File: config.mk
export PLATFORM = sky130hd
export DESIGN_NAME = serial_magnitude_comparator
export DESIGN_NICKNAME = d
export VERILOG_FILES = /design/src/rtl/comparator_pkg.sv /design/src/rtl/slice_compare.sv /design/src/rtl/serial_magnitude_comparator.sv
export SDC_FILE = /design/constraint.sdc
export NUM_CORES = 1
export LEC_CHECK = 0
export CORE_MARGIN = 4
export CORE_UTILIZATION = 40
export DETAILED_ROUTE_END_ITERATION = 6
export PLACE_DENSITY_LB_ADDON = 0.05
export SYNTH_ARGS = -nofsm -noshare
export SYNTH_HDL_FRONTEND = slang
export SYNTH_SLANG_ARGS = --single-unit
File: constraint.sdc
create_clock -name clk -period 5.42 [get_ports clk]
set_input_delay 1.626 -clock clk [delete_from_list [all_inputs] [get_ports clk]]
set_output_delay 1.626 -clock clk [all_outputs]
set_load 0.02 [all_outputs]
File: src/rtl/comparator_pkg.sv
// Shared definitions for the serial magnitude comparator.
//   - R_*     : result encodings driven on R ({A>B, A==B, A<B}).
//   - ST_*    : FSM state encodings (IDLE / RUN / DONE).
package comparator_pkg;

  localparam logic [2:0] R_GT   = 3'b100;
  localparam logic [2:0] R_EQ   = 3'b010;
  localparam logic [2:0] R_LT   = 3'b001;
  localparam logic [2:0] R_NONE = 3'b000;

  localparam int         STATE_W = 2;
  localparam logic [1:0] ST_IDLE = 2'b00;
  localparam logic [1:0] ST_RUN  = 2'b01;
  localparam logic [1:0] ST_DONE = 2'b10;

endpackage

File: src/rtl/slice_compare.sv
// Combinational unsigned compare of one SLICE-bit slice.
// Ports:
//   a, b : slice operands
//   gt   : a > b
//   lt   : a < b   (neither set means the slices are equal)
module slice_compare #(
  parameter int SLICE = 4
) (
  input  logic [SLICE-1:0] a,
  input  logic [SLICE-1:0] b,
  output logic             gt,
  output logic             lt
);

  assign gt = (a > b);
  assign lt = (a < b);

endmodule

File: src/rtl/serial_magnitude_comparator.sv
// Multi-cycle magnitude comparator: walks the operands SLICE bits per clock
// from the MSB down and stops at the first differing slice.
// Ports:
//   clk, rst    : clock (rising edge), synchronous active-high reset
//   start       : request, accepted only in IDLE or DONE
//   signed_mode : 1 = two's-complement, 0 = unsigned; captured with start
//   A, B        : operands; captured with start
//   busy        : high while the compare is running
//   done        : one-cycle pulse when R has just been updated
//   R           : {A>B, A==B, A<B}; holds until the next compare completes
module serial_magnitude_comparator
  import comparator_pkg::*;
#(
  parameter int WIDTH = 16,
  parameter int SLICE = 4
) (
  input  logic             clk,
  input  logic             rst,
  input  logic             start,
  input  logic             signed_mode,
  input  logic [WIDTH-1:0] A,
  input  logic [WIDTH-1:0] B,
  output logic             busy,
  output logic             done,
  output logic [2:0]       R
);

  localparam int NSLICE = WIDTH / SLICE;
  localparam int IDX_W  = (NSLICE > 1) ? $clog2(NSLICE) : 1;
  localparam logic [IDX_W-1:0] IDX_LAST = IDX_W'(NSLICE - 1);
  localparam logic [WIDTH-1:0] MSB_MASK = WIDTH'(1) << (WIDTH - 1);

  logic [STATE_W-1:0] state_q, state_d;
  logic [IDX_W-1:0]   idx_q, idx_d;
  logic [WIDTH-1:0]   a_q, a_d;
  logic [WIDTH-1:0]   b_q, b_d;
  logic [2:0]         r_q, r_d;

  logic [SLICE-1:0]   a_sl, b_sl;
  logic               sl_gt, sl_lt;

  // Slice multiplexer: slice idx sits at bits [WIDTH-1-idx*SLICE -: SLICE].
  assign a_sl = a_q[WIDTH-1 - int'(idx_q)*SLICE -: SLICE];
  assign b_sl = b_q[WIDTH-1 - int'(idx_q)*SLICE -: SLICE];

  slice_compare #(.SLICE(SLICE)) u_slice_compare (
    .a  (a_sl),
    .b  (b_sl),
    .gt (sl_gt),
    .lt (sl_lt)
  );

  always_comb begin
    // NOTE: every signal gets a default before the case so no path leaves it
    // unassigned, which would otherwise infer a latch.
    state_d = state_q;
    idx_d   = idx_q;
    a_d     = a_q;
    b_d     = b_q;
    r_d     = r_q;

    case (state_q)
      ST_IDLE, ST_DONE: begin
        if (start) begin
          state_d = ST_RUN;
          idx_d   = '0;
          // Flipping both sign bits at capture turns a two's-complement
          // compare into an unsigned one; only slice 0 is affected.
          a_d     = A ^ (MSB_MASK & {WIDTH{signed_mode}});
          b_d     = B ^ (MSB_MASK & {WIDTH{signed_mode}});
        end else begin
          state_d = ST_IDLE;
        end
      end
      ST_RUN: begin
        if (sl_gt || sl_lt) begin
          r_d     = sl_gt ? R_GT : R_LT;
          state_d = ST_DONE;
        end else if (idx_q == IDX_LAST) begin
          r_d     = R_EQ;
          state_d = ST_DONE;
        end else begin
          idx_d   = idx_q + 1'b1;
        end
      end
      default: state_d = ST_IDLE;
    endcase
  end

  // NOTE: state registers use non-blocking assignments so every flop samples
  // the pre-edge values; the operand registers are ordinary flops, so they are
  // cleared by reset along with the rest of the state.
  always_ff @(posedge clk) begin
    if (rst) begin
      state_q <= ST_IDLE;
      idx_q   <= '0;
      a_q     <= '0;
      b_q     <= '0;
      r_q     <= R_NONE;
    end else begin
      state_q <= state_d;
      idx_q   <= idx_d;
      a_q     <= a_d;
      b_q     <= b_d;
      r_q     <= r_d;
    end
  end

  assign busy = (state_q == ST_RUN);
  assign done = (state_q == ST_DONE);
  assign R    = r_q;

endmodule

After elaboration in Yosys (flattened, before gate mapping)
Index checks and enable logic that the tools add are counted.
Widths: inputs -> output; s select.
{ "word_totals": {"regBits": 39, "latch_bits": 0, "ram_bits": 0, "mem_bits_ro": 0, "in_bits": 36, "out_inout_bits": 5, "n_memories": 0} }
{ "op_classes": {"addsub": 2, "mul": 0, "div_mod_pow": 0, "magnitude_cmp": 2, "n_eq_ne": 7, "n_shift": 2, "mux": 11, "bitwise_logic": 2, "n_reduce_logical": 8} }
{ "op_table": {"columns": ["operator", "count"], "rows": [
  ["$shiftx 19x5->4", 2],
  ["$xor 16x16->16", 2],
  ["$mux 2", 5],
  ["$mux 3", 3],
  ["$pmux 2 s2", 2],
  ["$ne 2x2->1 const B", 3],
  ["$sub 4x4->5 const A", 1],
  ["$eq 2x2->1 const B", 2],
  ["$gt 4x4->1", 1],
  ["$lt 4x4->1", 1],
  ["$reduce_and 2->1", 2],
  ["$reduce_and 4->1", 1],
  ["$reduce_bool 2->1", 2],
  ["$ne 3x1->1 const B", 1],
  ["$add 2x1->2 const B", 1],
  ["$eq 2x1->1 const B", 1],
  ["$logic_not 2->1", 1],
  ["$reduce_or 2->1", 1],
  ["$logic_or 1x1->1", 1],
  ["$mux 1", 1]
]} }

Logic depth before layout (Yosys ltp)
Gate-level depths: netlist (run 1).
{ "logic_depth": {"ltp_word": 6, "mapped_depth": 8, "ltp_nobuf": 7} }

By module
From an unflattened synthesis (run 1), not the netlist that was laid out.
{ "hier_totals": {"cells_unflattened": 201, "hier_area_um2": 1711.6} }
{ "by_module_without_submodules": {"columns": ["module", "instances", "cells_each", "area_per_inst_um2"], "rows": [
  ["serial_magnitude_comparator", 1, 186, 1597.8],
  ["slice_compare", 1, 15, 113.9]
]} }

Worst setup path before layout (run 1)
No wires, ideal clock.
{ "synth_timing": {"path_type": "register to output", "start": "register state_q[1]", "end": "output done", "arrival_ns": 0.712, "required_time_ns": 3.794, "slack_ns": 3.082, "path_stages_with_launch": 2, "n_path_buf": 0, "cell_sequence": "dfxtp_1 -> nor2b_1"} }
{ "synth_between": {"elab_chain_len": 1} }
{ "synth_lines": {"columns": ["element", "line_no", "source"], "rows": [
  ["from (decl)", "serial_magnitude_comparator.sv:33", "logic [STATE_W-1:0] state_q, state_d;"],
  ["from (signal assigned)", "serial_magnitude_comparator.sv:101", "state_q <= state_d;"],
  ["$eq 2x2->1", "serial_magnitude_comparator.sv:110", "assign done = (state_q == ST_DONE);"],
  ["to (decl)", "serial_magnitude_comparator.sv:24", "output logic done,"]
]} }
No other way between the ends.

Worst setup path in the final report (run 1)
{ "layout_timing": {"start": "register state_q[1]", "end": "output busy"} }
{ "layout_between": {"elab_chain_len": 1} }
{ "layout_lines": {"columns": ["element", "line_no", "source"], "rows": [
  ["$eq 2x1->1", "serial_magnitude_comparator.sv:109", "assign busy = (state_q == ST_RUN);"],
  ["to (decl)", "serial_magnitude_comparator.sv:23", "output logic busy,"]
]} }
No other way between the ends.

==> results of run 1 <==
==> cell type report <==
type / instances / area, sq um / share of cell area
sequential: 39 / 781 / 0.340
inverter: 6 / 22.5 / 0.00980
tap: 50 / 62.6 / 0.0272
timing repair buffer: 42 / 415 / 0.181
clock inverter: 2 / 60.1 / 0.0261
multi-input combinational: 140 / 883 / 0.385
clock buffer: 6 / 72.6 / 0.0316
==> worst max path at each step <==
stage	startpoint	cells after the start	endpoint	slack, ns
CTS	state_q[1]	3	busy	2.18
detailed placement	start	4	idx_q[1]	2.08
global placement	start	4	idx_q[1]	2.17
global route	state_q[0]	3	busy	2.10
finish	state_q[1]	3	busy	2.19
floorplan	state_q[1]	1	done	3.08
==> report_power, final <==
part | internal, mW | leakage (nW) | switching (mW)
Sequential | 0.305 | 0.320 | 0.0122
Combinational | 0.0639 | 0.456 | 0.0601
Clock | 0.184 | 0.0654 | 0.0989
Total | 0.553 | 0.841 | 0.171
==> cells in the mapped netlist <==
master    count  share of area
a211oi_1      4          0.017
a21o_1        1         0.0042
a21oi_1      36           0.10
a22oi_1       1         0.0042
a311oi_1      1         0.0049
and2b_2       1         0.0049
and4_2        1         0.0056
buf_1         1         0.0021
buf_2         8          0.023
buf_6         2          0.013
clkbuf_1      1         0.0021
clkbuf_2      1         0.0028
clkbuf_8      1         0.0078
dfxtp_1      39           0.44
ha_1          5          0.035
inv_1         6          0.013
mux4_2        8           0.10
nand2_1      62           0.13
nand2b_1      2         0.0071
nand3_1       3         0.0085
nand4_1       1         0.0035
nor2_1        3         0.0064
nor2b_1       2         0.0071
nor3b_4       1          0.011
o211ai_1      1         0.0042
o21ai_0       1         0.0028
o311ai_4      1          0.015
o31ai_1       1         0.0042
or2_1         2         0.0071
xnor2_1       2         0.0099
==> logic make-up after synthesis <==
| family | Yosys count | synth area share |
|---|---|---|
| AND/OR/NAND/NOR | 78 | 0.192 |
| AO/OA/AOI/OAI | 47 | 0.158 |
| flip-flops | 39 | 0.440 |
| buffers and inverters | 20 | 0.0628 |
| multiplexers | 8 | 0.102 |
| adder cells (fa/ha/maj) | 5 | 0.0353 |
| XOR/XNOR | 2 | 0.00988 |
==> metrics by stage <==
stage | util | area [sq um] | total power [mW]
final | 0.554 | 2300 | 0.724
after global routing | 0.554 | 2300 | 0.762
after CTS | 0.554 | 2300 | 0.732
after detailed placement | 0.522 | 2160 | 0.450
after global placement | 0.522 | 2160 | 0.445
after floorplan | - | 1770 | 0.404
==> flip-flops by register name (all words and copies together) (netlist names) <==
name     flops
R            3
a_q         16
b_q         16
idx_q        2
state_q      2
==> worst max-delay path, stage by stage, from the launching register on <==
cell             delay [ns]
dfxtp_1                0.34
nand2b_1               0.18
inv_1                  0.16
clkdlybuf4s50_1        0.63
==> routing by layer <==
metal | GRT usage | up-vias
li1 | - | 746
met1 | 0.187 | 666
met2 | 0.247 | 27
met3 | 0.0541 | 6
met4 | 0.0553 | 0
met5 | 0 | -
==> run metrics, run 1 <==
Max Fclk 0.310 GHz; number of global-route vias before repair 1450; Hold EP a_q[3]; Worst-path clk slew roughly 0.07 ns; Hold/Removal Path Class reg -> reg; hold_ws 0.454 ns; setup repair bufs after CTS 0; VDD IR max 0.128 mV; Max-Cap Viols 0; most common cell after layout, fill and taps aside nand2_1; endpoint class of the critical path primary output; Leak 0.841 nW; die width ~75 um; number of hold violations in the final report 0; worst-case reg-to-reg path depth 6; highest routed layer met4; M1 WL 1.74 mm; post-synthesis sequential area ratio 0.440; Final Cycle Share 0.595; Nets 275; Diodes inserted 0; drt pass-1 iters 4; RSZ-0062 raised after global routing false; Post-DRT Antenna Nets 0; WL final 3.75 mm; DR DRC count 0; WP data arrival 1.60 ns; r2r endpoint idx_q[1]; P per Cell Area 315 mW/mm^2; fin crit period between 3 and 4 ns; mapped cell area 0.00177 sq mm; Synth cell types 30; TritonCTS clock tree yes; Die ar. 0.00556 sq mm; most frequent cells in the layout nand2_1, clkdlybuf4s50_1, dfxtp_1, a21oi_1, mux4_2; filler instances a little under 400; Post-Layout Cell Count 285; Die Span Y 74.6 um; r2r setup slk 2.75 ns; Yosys reg bits 39; worst clock skew 0.00431 ns; # rows 23; final setup fails 0; clk_lat worst skew 0.29 ns; synthesized area per cell between 8 and 9 sq um; setup TNS 0 ns; core area 0.00414 sq mm; Worst-Margin Slew between 1 and 1.5 ns; Layout area overhead 29.6%; hpwl dp 2.72 mm; global-route wire length before repair about 6.4 mm; Ys Warns 0; Port-buffer cells 40; status completed; largest net degree at the start of global routing 40; hold path depth 2; Pins Over Slew Limit 0; CTS Sinks 39; # H-tree levels 2; synthesized net count 240; PostCTS Resize Cnt 0; CTS Root Cell clkbuf_8; placed insts 277; RR Startpoint idx_q[0]; Vias/cell 5.07; I/O pin cnt 41; setup ws final 2.19 ns; Req. time, crit path approximately 3.8 ns; total CTS buffers 5; Max Root-Sink Buffers 2; GPL Wtd Cong 0.791; type of origin of the critical path flip-flop; initial antenna violation count 0; WL met2 1.75 mm; # hold bufs at CTS 0; vias post-DR ~1400; Initial Util 0.428; worst hold start a_q[3]; all-layer global routing usage 0.152; DR WL met3 about 200 um; Place WS 2.08 ns; crit path kind reg -> out; Slew headroom 0.191; starting DRC count in detailed routing 81; drt wl/cell 13.1 um; Max Fanout on Critical Path 7; Congestion Overflow GR 0; cell count after synthesis 199; share of layout cells above drive strength 1 0.0936
Power figures use the tool's default switching activity.
==> run 2: changes to the inputs <==
- clock period: 5.42 -> 2.65 ns (I/O delays scaled with it)
==> run 2 against run 1 <==
Against the previous run:
- global-route usage grew 0.54 points
- clock power grew 41%
- utilization shrank 0.51 points
- wire length grew 1.2%
- sequential power grew 100%
- critical path type unchanged
==> run metrics, run 2 (synthesis gave the netlist of run 1 again) <==
status completed; CP Launch Point state_q[1]; Place WS roughly 0.14 ns; r2r setup slk 0.33 ns; endpoint class of the critical path primary output; setup ws final ~0.25 ns; Final Util 0.549; crit-path max cell delay 0.63 ns; Leak 0.838 nW; Worst setup endpoint busy; starting DRC count in detailed routing 60; GPL Wtd Cong ~0.84; P per Cell Area approximately 570 mW/mm^2; Initial Util 0.428; crit-path leading delay family buffers and inverters; RR Startpoint idx_q[0]; fin crit period 2.40 ns; hold path depth 2; Vias/cell 5.07; Congestion Overflow GR 0; number of buffers and inverters on the critical path 2; Max-Cap Viols 0; total CTS buffers 5; most frequent cells in the layout nand2_1, clkdlybuf4s50_1, dfxtp_1, a21oi_1, mux4_2; # rows 23; final setup fails 0; CP Cell Sequence nand2b_1 -> inv_1 -> clkdlybuf4s50_1; Diodes inserted 0; Worst-Margin Slew between 0.4 and 0.5 ns; worst-case reg-to-reg path depth 6; DR DRC count 0; Die Span Y 74.6 um; CTS Root Cell clkbuf_8; vias post-DR 1455; all-layer global routing usage 0.158; initial antenna violation count 0; core area between 0.004 and 0.005 sq mm; Slew headroom 0.694; number of hold violations in the final report 0; global-route wire length before repair 6.72 mm; filler instances 387; Req. time, crit path 1.86 ns; WL final 3.79 mm; Max Fclk 0.417 GHz; clk_lat worst skew 0.29 ns; Final Cycle Share 0.904; # H-tree levels 2; number of global-route vias before repair 1488; share of layout cells above drive strength 1 0.110; most common cell after layout, fill and taps aside nand2_1; DR WL met3 192 um; Final Cell Area approximately 0.0023 sq mm; die width ~75 um; Post-DRT Antenna Nets 0; Max Fanout on Critical Path 7; largest net degree at the start of global routing 40; Worst-path clk slew roughly 0.070 ns; crit path kind reg -> out; RSZ-0062 raised after global routing false; TritonCTS clock tree yes; WP data arrival 1.60 ns; Max Root-Sink Buffers 2; worst clock skew 0.00410 ns; hpwl dp roughly 2.8 mm; Worst path depth 3; # hold bufs at CTS 0; Nets 278; I/O pin cnt 41; WL met2 1.84 mm; Post-Place Cell Area 0.00219 sq mm; r2r endpoint idx_q[1]; Port-buffer cells 40; highest routed layer met4; slowest library cell on the worst path clkdlybuf4s50_1; Pins Over Slew Limit 0; setup TNS 0 ns; drt pass-1 iters 4; type of origin of the critical path flip-flop; Layout area overhead 28.4%; Die ar. 0.00556 sq mm; M1 WL about 1.7 mm; CTS Sinks 39; Hold/Removal Path Class reg -> reg; drt wl/cell 13.2 um; VDD IR max 0.275 mV; setup repair bufs after CTS 0
==> run 2: worst min-delay path, delay by kind of cell (launching register included) <==
family / cells / cell delay [ns]
simple gates: 1 / 0.05
compound gates: 1 / 0.05
flops: 1 / 0.31
==> run 2: worst min path at each step <==
stage,endpoint,startpoint,slack [ns]
floorplan,a_q[10],a_q[10],0.43
global placement,b_q[6],b_q[6],0.45
detailed placement,b_q[9],b_q[9],0.45
CTS,b_q[9],b_q[9],0.46
global route,b_q[0],b_q[0],0.48
finish,b_q[10],b_q[10],0.46
==> run 2: through the flow <==
step                      hold slack (ns)  power (mW)  std cells
after floorplan                     0.431       0.825        199
after global placement              0.449       0.916        280
after detailed placement            0.447       0.924        280
after CTS                           0.457        1.32        287
after global routing                0.480        1.38        287
final                               0.456        1.31        287
==> run 2: final cells by class <==
class | instances | area (sq um) | area share
Clock inverter | 1 | 5.00 | 0.00220
Multi-Input combinational cell | 140 | 883 | 0.388
Inverter | 6 | 22.5 | 0.00990
Tap cell | 50 | 62.6 | 0.0275
Sequential cell | 39 | 782 | 0.344
Timing Repair Buffer | 45 | 438 | 0.192
Clock buffer | 6 | 82.6 | 0.0363
==> run 2: where the power goes <==
group	switching, mW	internal [mW]
clock network	0.196	0.204
logic	0.124	0.135
registers	0.0247	0.625
==> run 2: layer usage <==
metal / up-vias / track usage
met2: 32 / 0.257
met5: - / 0
met3: 2 / 0.0459
met4: 0 / 0.0474
li1: 750 / -
met1: 671 / 0.203
==> run 2: repair_timing <==
| action | in CTS | in global routing |
|---|---|---|
| endpoints found under the hold margin | 0 | 0 |
| endpoints found under the setup margin | 0 | 3 |
| gates resized for setup | 0 | 1 |
==> run 3: changes to the inputs <==
- HOLD_SLACK_MARGIN: unset -> 0.08
==> results of run 3 <==
Final layout, timing and power as in run 2 (identical DEF).
